--- src/rtl/network_mac_pkg.sv ---
// rtl/network_mac_pkg.sv - shared FSM state, accumulator default width and saturation limits for the MAC accumulator
package network_mac_pkg;

   typedef enum logic {
      ACCUM  = 1'b0,
      OUTPUT = 1'b1
   } state_t;

   localparam int ACC_WIDTH_DEF = 36;

   localparam int OUT_MAX = 32767;
   localparam int OUT_MIN = -32768;

endpackage

--- src/rtl/network_mac_requant.sv ---
// rtl/network_mac_requant.sv - combinational shift, 16-bit saturation and optional ReLU (NETWORK_MAC_RELU_EN)
module network_mac_requant
   import network_mac_pkg::*;
#(
   parameter int ACC_WIDTH = ACC_WIDTH_DEF,
   parameter int SHIFT     = 13
) (
   input  logic signed [ACC_WIDTH-1:0] acc,
   output logic        [15:0]          result
);

   localparam logic signed [ACC_WIDTH-1:0] SAT_MAX = ACC_WIDTH'(OUT_MAX);
   localparam logic signed [ACC_WIDTH-1:0] SAT_MIN = ACC_WIDTH'(OUT_MIN);

   logic signed [ACC_WIDTH-1:0] shifted;
   logic        [15:0]          sat;

   // Drop fractional bits (rounding offset is already in acc), clamp to 16-bit signed range
   always_comb begin
      shifted = acc >>> SHIFT;
      if (shifted > SAT_MAX) begin
         sat = 16'(OUT_MAX);
      end else if (shifted < SAT_MIN) begin
         sat = 16'(OUT_MIN);
      end else begin
         sat = shifted[15:0];
      end
`ifdef NETWORK_MAC_RELU_EN
      result = sat[15] ? 16'd0 : sat;
`else
      result = sat;
`endif
   end

endmodule

--- src/rtl/network_mac_acc_30s_16s.sv ---
// rtl/network_mac_acc_30s_16s.sv - accumulates TAPS 30-bit products plus bias, emits requantized 16-bit result (NETWORK_MAC_RELU_EN optional)
module network_mac_acc_30s_16s
   import network_mac_pkg::*;
#(
   parameter int TAPS      = 9,
   parameter int SHIFT     = 13,
   parameter int ACC_WIDTH = ACC_WIDTH_DEF
) (
   input  logic        ap_clk,
   input  logic        ap_rst,
   input  logic [29:0] prod_dout,
   input  logic        prod_valid,
   output logic        prod_ready,
   input  logic [15:0] bias,
   output logic [15:0] out_data,
   output logic        out_valid,
   input  logic        out_ready
);

   localparam int CNT_W = (TAPS > 1) ? $clog2(TAPS) : 1;
   localparam logic [CNT_W-1:0] LAST_TAP = CNT_W'(TAPS - 1);
   localparam logic signed [ACC_WIDTH-1:0] ROUND_OFS =
      {{(ACC_WIDTH-1){1'b0}}, 1'b1} << (SHIFT - 1);

   state_t                      state;
   state_t                      state_next;
   logic        [CNT_W-1:0]     tap_cnt;
   logic signed [ACC_WIDTH-1:0] acc;
   logic signed [ACC_WIDTH-1:0] acc_base;
   logic signed [ACC_WIDTH-1:0] acc_next;
   logic signed [ACC_WIDTH-1:0] prod_ext;
   logic signed [ACC_WIDTH-1:0] bias_ext;
   logic        [15:0]          requant;
   logic                        accept;
   logic                        last_tap;

   assign prod_ext = {{(ACC_WIDTH-30){prod_dout[29]}}, prod_dout};
   assign bias_ext = {{(ACC_WIDTH-16){bias[15]}}, bias};
   assign accept   = prod_valid && prod_ready;
   assign last_tap = (tap_cnt == LAST_TAP);

   // First product of a group seeds acc with scaled bias plus half-LSB rounding offset
   always_comb begin
      acc_base = acc;
      if (tap_cnt == '0) begin
         acc_base = (bias_ext <<< SHIFT) + ROUND_OFS;
      end
      acc_next = acc_base + prod_ext;
   end

   // Requantize the sum that includes the product being accepted, so the result registers on the last tap
   network_mac_requant #(
      .ACC_WIDTH (ACC_WIDTH),
      .SHIFT     (SHIFT)
   ) u_requant (
      .acc    (acc_next),
      .result (requant)
   );

   // FSM state register
   always_ff @(posedge ap_clk) begin
      if (ap_rst) begin
         state <= ACCUM;
      end else begin
         state <= state_next;
      end
   end

   // FSM next-state: leave ACCUM on the last tap, return once the result is taken
   always_comb begin
      state_next = state;
      case (state)
         ACCUM:   if (accept && last_tap) state_next = OUTPUT;
         OUTPUT:  if (out_ready)          state_next = ACCUM;
         default: state_next = ACCUM;
      endcase
   end

   // FSM outputs: products flow only while accumulating, result valid only while holding
   always_comb begin
      prod_ready = (state == ACCUM);
      out_valid  = (state == OUTPUT);
   end

   // Accumulator, tap counter and result register
   always_ff @(posedge ap_clk) begin
      if (ap_rst) begin
         acc      <= '0;
         tap_cnt  <= '0;
         out_data <= '0;
      end else if (accept) begin
         acc     <= acc_next;
         tap_cnt <= last_tap ? '0 : tap_cnt + CNT_W'(1);
         if (last_tap) begin
            out_data <= requant;
         end
      end
   end

endmodule

--- config.mk ---
export PLATFORM = sky130hd
export DESIGN_NAME = network_mac_acc_30s_16s
export DESIGN_NICKNAME = d
export VERILOG_FILES = /design/src/rtl/network_mac_pkg.sv /design/src/rtl/network_mac_requant.sv /design/src/rtl/network_mac_acc_30s_16s.sv
export SDC_FILE = /design/constraint.sdc
export NUM_CORES = 1
export LEC_CHECK = 0
export ABC_AREA = 1
export BUFFER_PORTS_ARGS = -buffer_cell sky130_fd_sc_hd__buf_4
export CORE_MARGIN = 3
export CORE_UTILIZATION = 25
export CTS_CLUSTER_SIZE = 16
export DETAILED_ROUTE_END_ITERATION = 10
export PLACE_DENSITY_LB_ADDON = 0.05
export SETUP_SLACK_MARGIN = 0.2
export SYNTH_ARGS = -nofsm -noshare
export SYNTH_HDL_FRONTEND = slang
export SYNTH_SLANG_ARGS = --single-unit
export TNS_END_PERCENT = 30
--- constraint.sdc ---
create_clock -name ap_clk -period 8.3 [get_ports ap_clk]
set_input_delay 1.66 -clock ap_clk [delete_from_list [all_inputs] [get_ports ap_clk]]
set_output_delay 1.66 -clock ap_clk [all_outputs]
set_load 0.02 [all_outputs]
==> out/summary.md <==
The flow ran to the end, and the final reports show no timing, DRC or antenna violations. The first routing iteration left 212 violations. Dominant cell type by area after synthesis: dfxtp_1.

The worst-case IR drop observed on VDD is 0.0953 mV. The worst setup path is captured at a flip-flop. Detailed placer's ending HPWL: 13000 um. Relative to the synthesized area, the layout overhead comes to 21.0%. Number of standard cells after synthesis: 864. Hold is met by 0.451 ns.

In this run the cell area of the synthesized design comes to 5090 um2. The tools report the final max-slew violation count as 0. Walking the worst path, the cells encountered are buf_4 -> or2_1 -> o21ai_0 -> inv_1 -> ha_1 -> nand2_1 -> nor2_1 -> nand2_1 -> nor3_1 -> nand2_1 -> nand2_1 -> nand2_1 -> nand2_1 -> nand3_1 -> nor2_1 -> nand2_1 -> a21oi_4 -> a21oi_1. For this design the static power due to leakage is 3.33 nW. Share of cell area taken by muxes after synthesis: 0%. Setup violations remaining at the end of the flow were counted as 0. Yosys instantiated no cell more often than nand2_1. The biggest cell delay along the critical path is 0.49 ns, and the overall die width is 149 um.

The Yosys step of the flow raised 0 warnings. CTS built an H-tree with a depth of 3. For the clock group share of total power, the log shows 33.8%. After synthesis, the share of flip-flops with an asynchronous set or reset is 0%. The startpoint identified for the worst hold timing path is acc[0]$_SDFFE_PP0P_. The source of the worst register-to-register timing path is tap_cnt[0]$_SDFFE_PP0P_. The starting density of the core was 25.8%; the number of sinks driven by the clock tree was 57.

Die span in y: 149 um. The path class of the lowest-slack min-delay path was flip-flop to flip-flop. At the placement stage, the worst setup path has a slack of 3.51 ns.

The number of CTS-inserted buffers is 9. The first global-routing pass estimated 26600 um of wire. In the final timing run, aggregate negative setup slack is 0 ns. Post-CTS repair changed the size of 0 cells.

For this design the top-level I/O count stands at 68. The setup check on the worst reg-to-reg path leaves a slack of 3.98 ns. The routed layout has 5150 vias. Setup repair after global routing left no endpoint under its margin.

The number of setup buffers added after CTS is 0, and the worst-margin pin slew is 0.823 ns. Of the total synthesized cell area, the portion taken by AND, OR, NAND and NOR gates is 30.1%. The logs give 2 for the largest buffer count on any clock path and 31.3% for the core utilization of the finished layout. The final RePlAce weighted congestion came out at 0.828. Count of maximum capacitance violations: 0. The number of global-route vias before repair came out at 5075.

Net switching is 39.8% of the power. The CTS clock-pin slew for the worst setup and hold paths is 0.06 ns. Wires add up to 16100 um. On the final layout, the worst clock skew is 0.00835 ns.

Source-to-sink clock delay at the later pin of the worst-skew pair: 0.34 ns. Measured in cells, the most critical reg-to-reg path has a length of 23. Of the total synthesized cell area, the portion taken by full adders, half adders and majority gates is 9.48%. Of the total power, registers draw 25.4%. The fraction of layout instances using a drive strength above 1 was 11.2%; the layout net count was 1010. In the synthesized netlist the dominant register cell turns out to be dfxtp_1.

The count of flip-flops with a built-in enable after synthesis is 0, and the total of hold buffers inserted after clock tree synthesis is 0. The tools report the number of distinct library cell variants in the gate-level netlist after synthesis as 36. The layout has 2273 filler cells.

After floorplanning, the core was divided into 51 placement rows. In this run the biggest area consumer among cell types represents 22.4% of the synthesized area. Based on the critical path, the design can be clocked at up to 227 MHz.

The die covers 22100 um2. Setup slack closes at 3.90 ns. The root buffer cell chosen for the clock tree is clkbuf_16.

The slowest stage of the critical path belongs to the cell a21oi_4. The number of port buffers works out to 67. Critical path launch point type: an input port. After floorplanning, the core was sized to cover 19700 um2. Counting flops and latches in the post-synthesis netlist gives 57. The logs give 0 for the total congestion overflow and 3230 um2 for the total area of multi-input combinational cells. The synthesized-area fraction occupied by ao, oa, aoi and oai cells came out at 18.3%. Sorting the synthesized cells by how often they occur yields nand2_1, inv_1, nor2_1, o21ai_0, a21oi_1. The number of search-and-repair iterations in the first detailed-routing pass is 4, and the fraction of synthesized cell area in xor and xnor cells is 5.48%. The via density per instance is 4.32. In this run the worst path has a maximum fanout of 15.

The DRC violation count after routing is 0, and the net switching component of the power is 0.476 mW. STA puts the critical path data arrival time at 4.61 ns. The cell depth of the worst min-delay path works out to 2. The number of antenna violations at the first check in global routing was 0.

Tracing the worst setup path back leads to its startpoint at bias[15]. Entering global routing, the biggest net connects 57 pins. The worst path uses 53.1% of the clock period. The repair_antennas step left the layout with diodes totalling 0. Dividing the synthesized area by the synthesized cell count gives 5.90 um2.

The worst slew slack as a fraction of its limit came out at 44.8%. The total global routing track utilization is 15.1%. The category of the most critical setup path was input port to flip-flop. Summing all flip-flop and latch instances after layout gives 1140 um2. Yosys attributes the largest share of cell area to dfxtp_1, nand2_1, inv_1. In this run the power density over the cells is 194 nW/um2. After synthesis, the largest family of logic cells by area is simple AND/OR/NAND/NOR gates.

STA puts the critical path data required time at 8.50 ns. The worst path needs 4.40 ns of the cycle, external delays included. Combinational logic is responsible for 40.8% of the overall power.

The tools report the fraction of the yosys area taken by sequential cells as 22.4%. For the synthesized net count, the log shows 952. The final count of hold timing violations is 0. TritonCTS built the clock tree. Once detail routing completed, the nets flagged for antenna violations numbered 0. The internal power of the cells came out at 0.720 mW. In the final routed layout, each cell accounts on average for 13.5 um. Critical path's most frequent cell: nand2_1.
-- power groups by stage --
stage	Clock [mW]	Sequential (mW)	Combinational (mW)
after floorplan	0	0.308	0.357
after CTS	0.418	0.304	0.497
after detailed placement	0	0.310	0.495
final	0.404	0.304	0.488
after global placement	0	0.310	0.501
after global routing	0.431	0.306	0.566
-- path summary, 6_finish.rpt --
path	end
worst max-delay path	out_data[5]$_SDFFE_PP0P_
worst max register to register	out_data[5]$_SDFFE_PP0P_
worst min register to register	acc[0]$_SDFFE_PP0P_
worst min-delay path	acc[0]$_SDFFE_PP0P_
-- through the flow --
step           std cells  total power, mW  area (um2)
6_report            1192             1.20        6160
3_3_place_gp        1176            0.811        5850
5_1_grt             1192             1.30        6160
2_1_floorplan        864            0.665        5090
4_1_cts             1192             1.22        6160
3_5_place_dp        1176            0.805        5850
-- area by class of cell --
| cell class | count | share of cell area [%] |
|---|---|---|
| clock buffer | 10 | 3.72 |
| clock inverter | 6 | 1.34 |
| inverter | 165 | 10.1 |
| multi-input combinational | 619 | 52.5 |
| sequential | 57 | 18.5 |
| tap | 265 | 5.38 |
| timing repair buffer | 70 | 8.53 |
-- cell usage in the layout (no fill, tap or decap), types with 9 or more instances in the layout --
cell type	n
a21oi_1	63
a21oi_2	10
buf_4	70
clkbuf_16	9
dfxtp_1	57
ha_1	37
inv_1	163
nand2_1	261
nand3_1	32
nor2_1	69
nor3_1	9
o21ai_0	68
xor2_1	22
-- worst max-delay path, delay by kind of cell --
| family | cells | cell delay (ns) |
|---|---|---|
| compound gates | 3 | 0.72 |
| fa+ha+maj | 1 | 0.42 |
| buf+inv | 2 | 0.18 |
| simple gates | 12 | 1.62 |
-- state kept, by name, summed over array words and instances (netlist names) --
name,count
out_data,16
out_valid,1
tap_cnt,4
acc,36
-- routing by layer --
layer	share of wire (%)	wire length (um)	global-route usage, %
met1	52	8330	21.2
met4	2.1	340	4.35
met2	42	6800	23.3
met5	0	0	0
met3	4.1	666	3.19
-- cell families (layout without fill, tap and decap cells) --
kind of cell,count (synthesis),after routing
compound gates,166,166
xor+xnor,31,31
fa+ha+maj,38,38
buf+inv,188,251
flops,57,57
simple gates,384,384
Power figures use the tool's default switching activity.
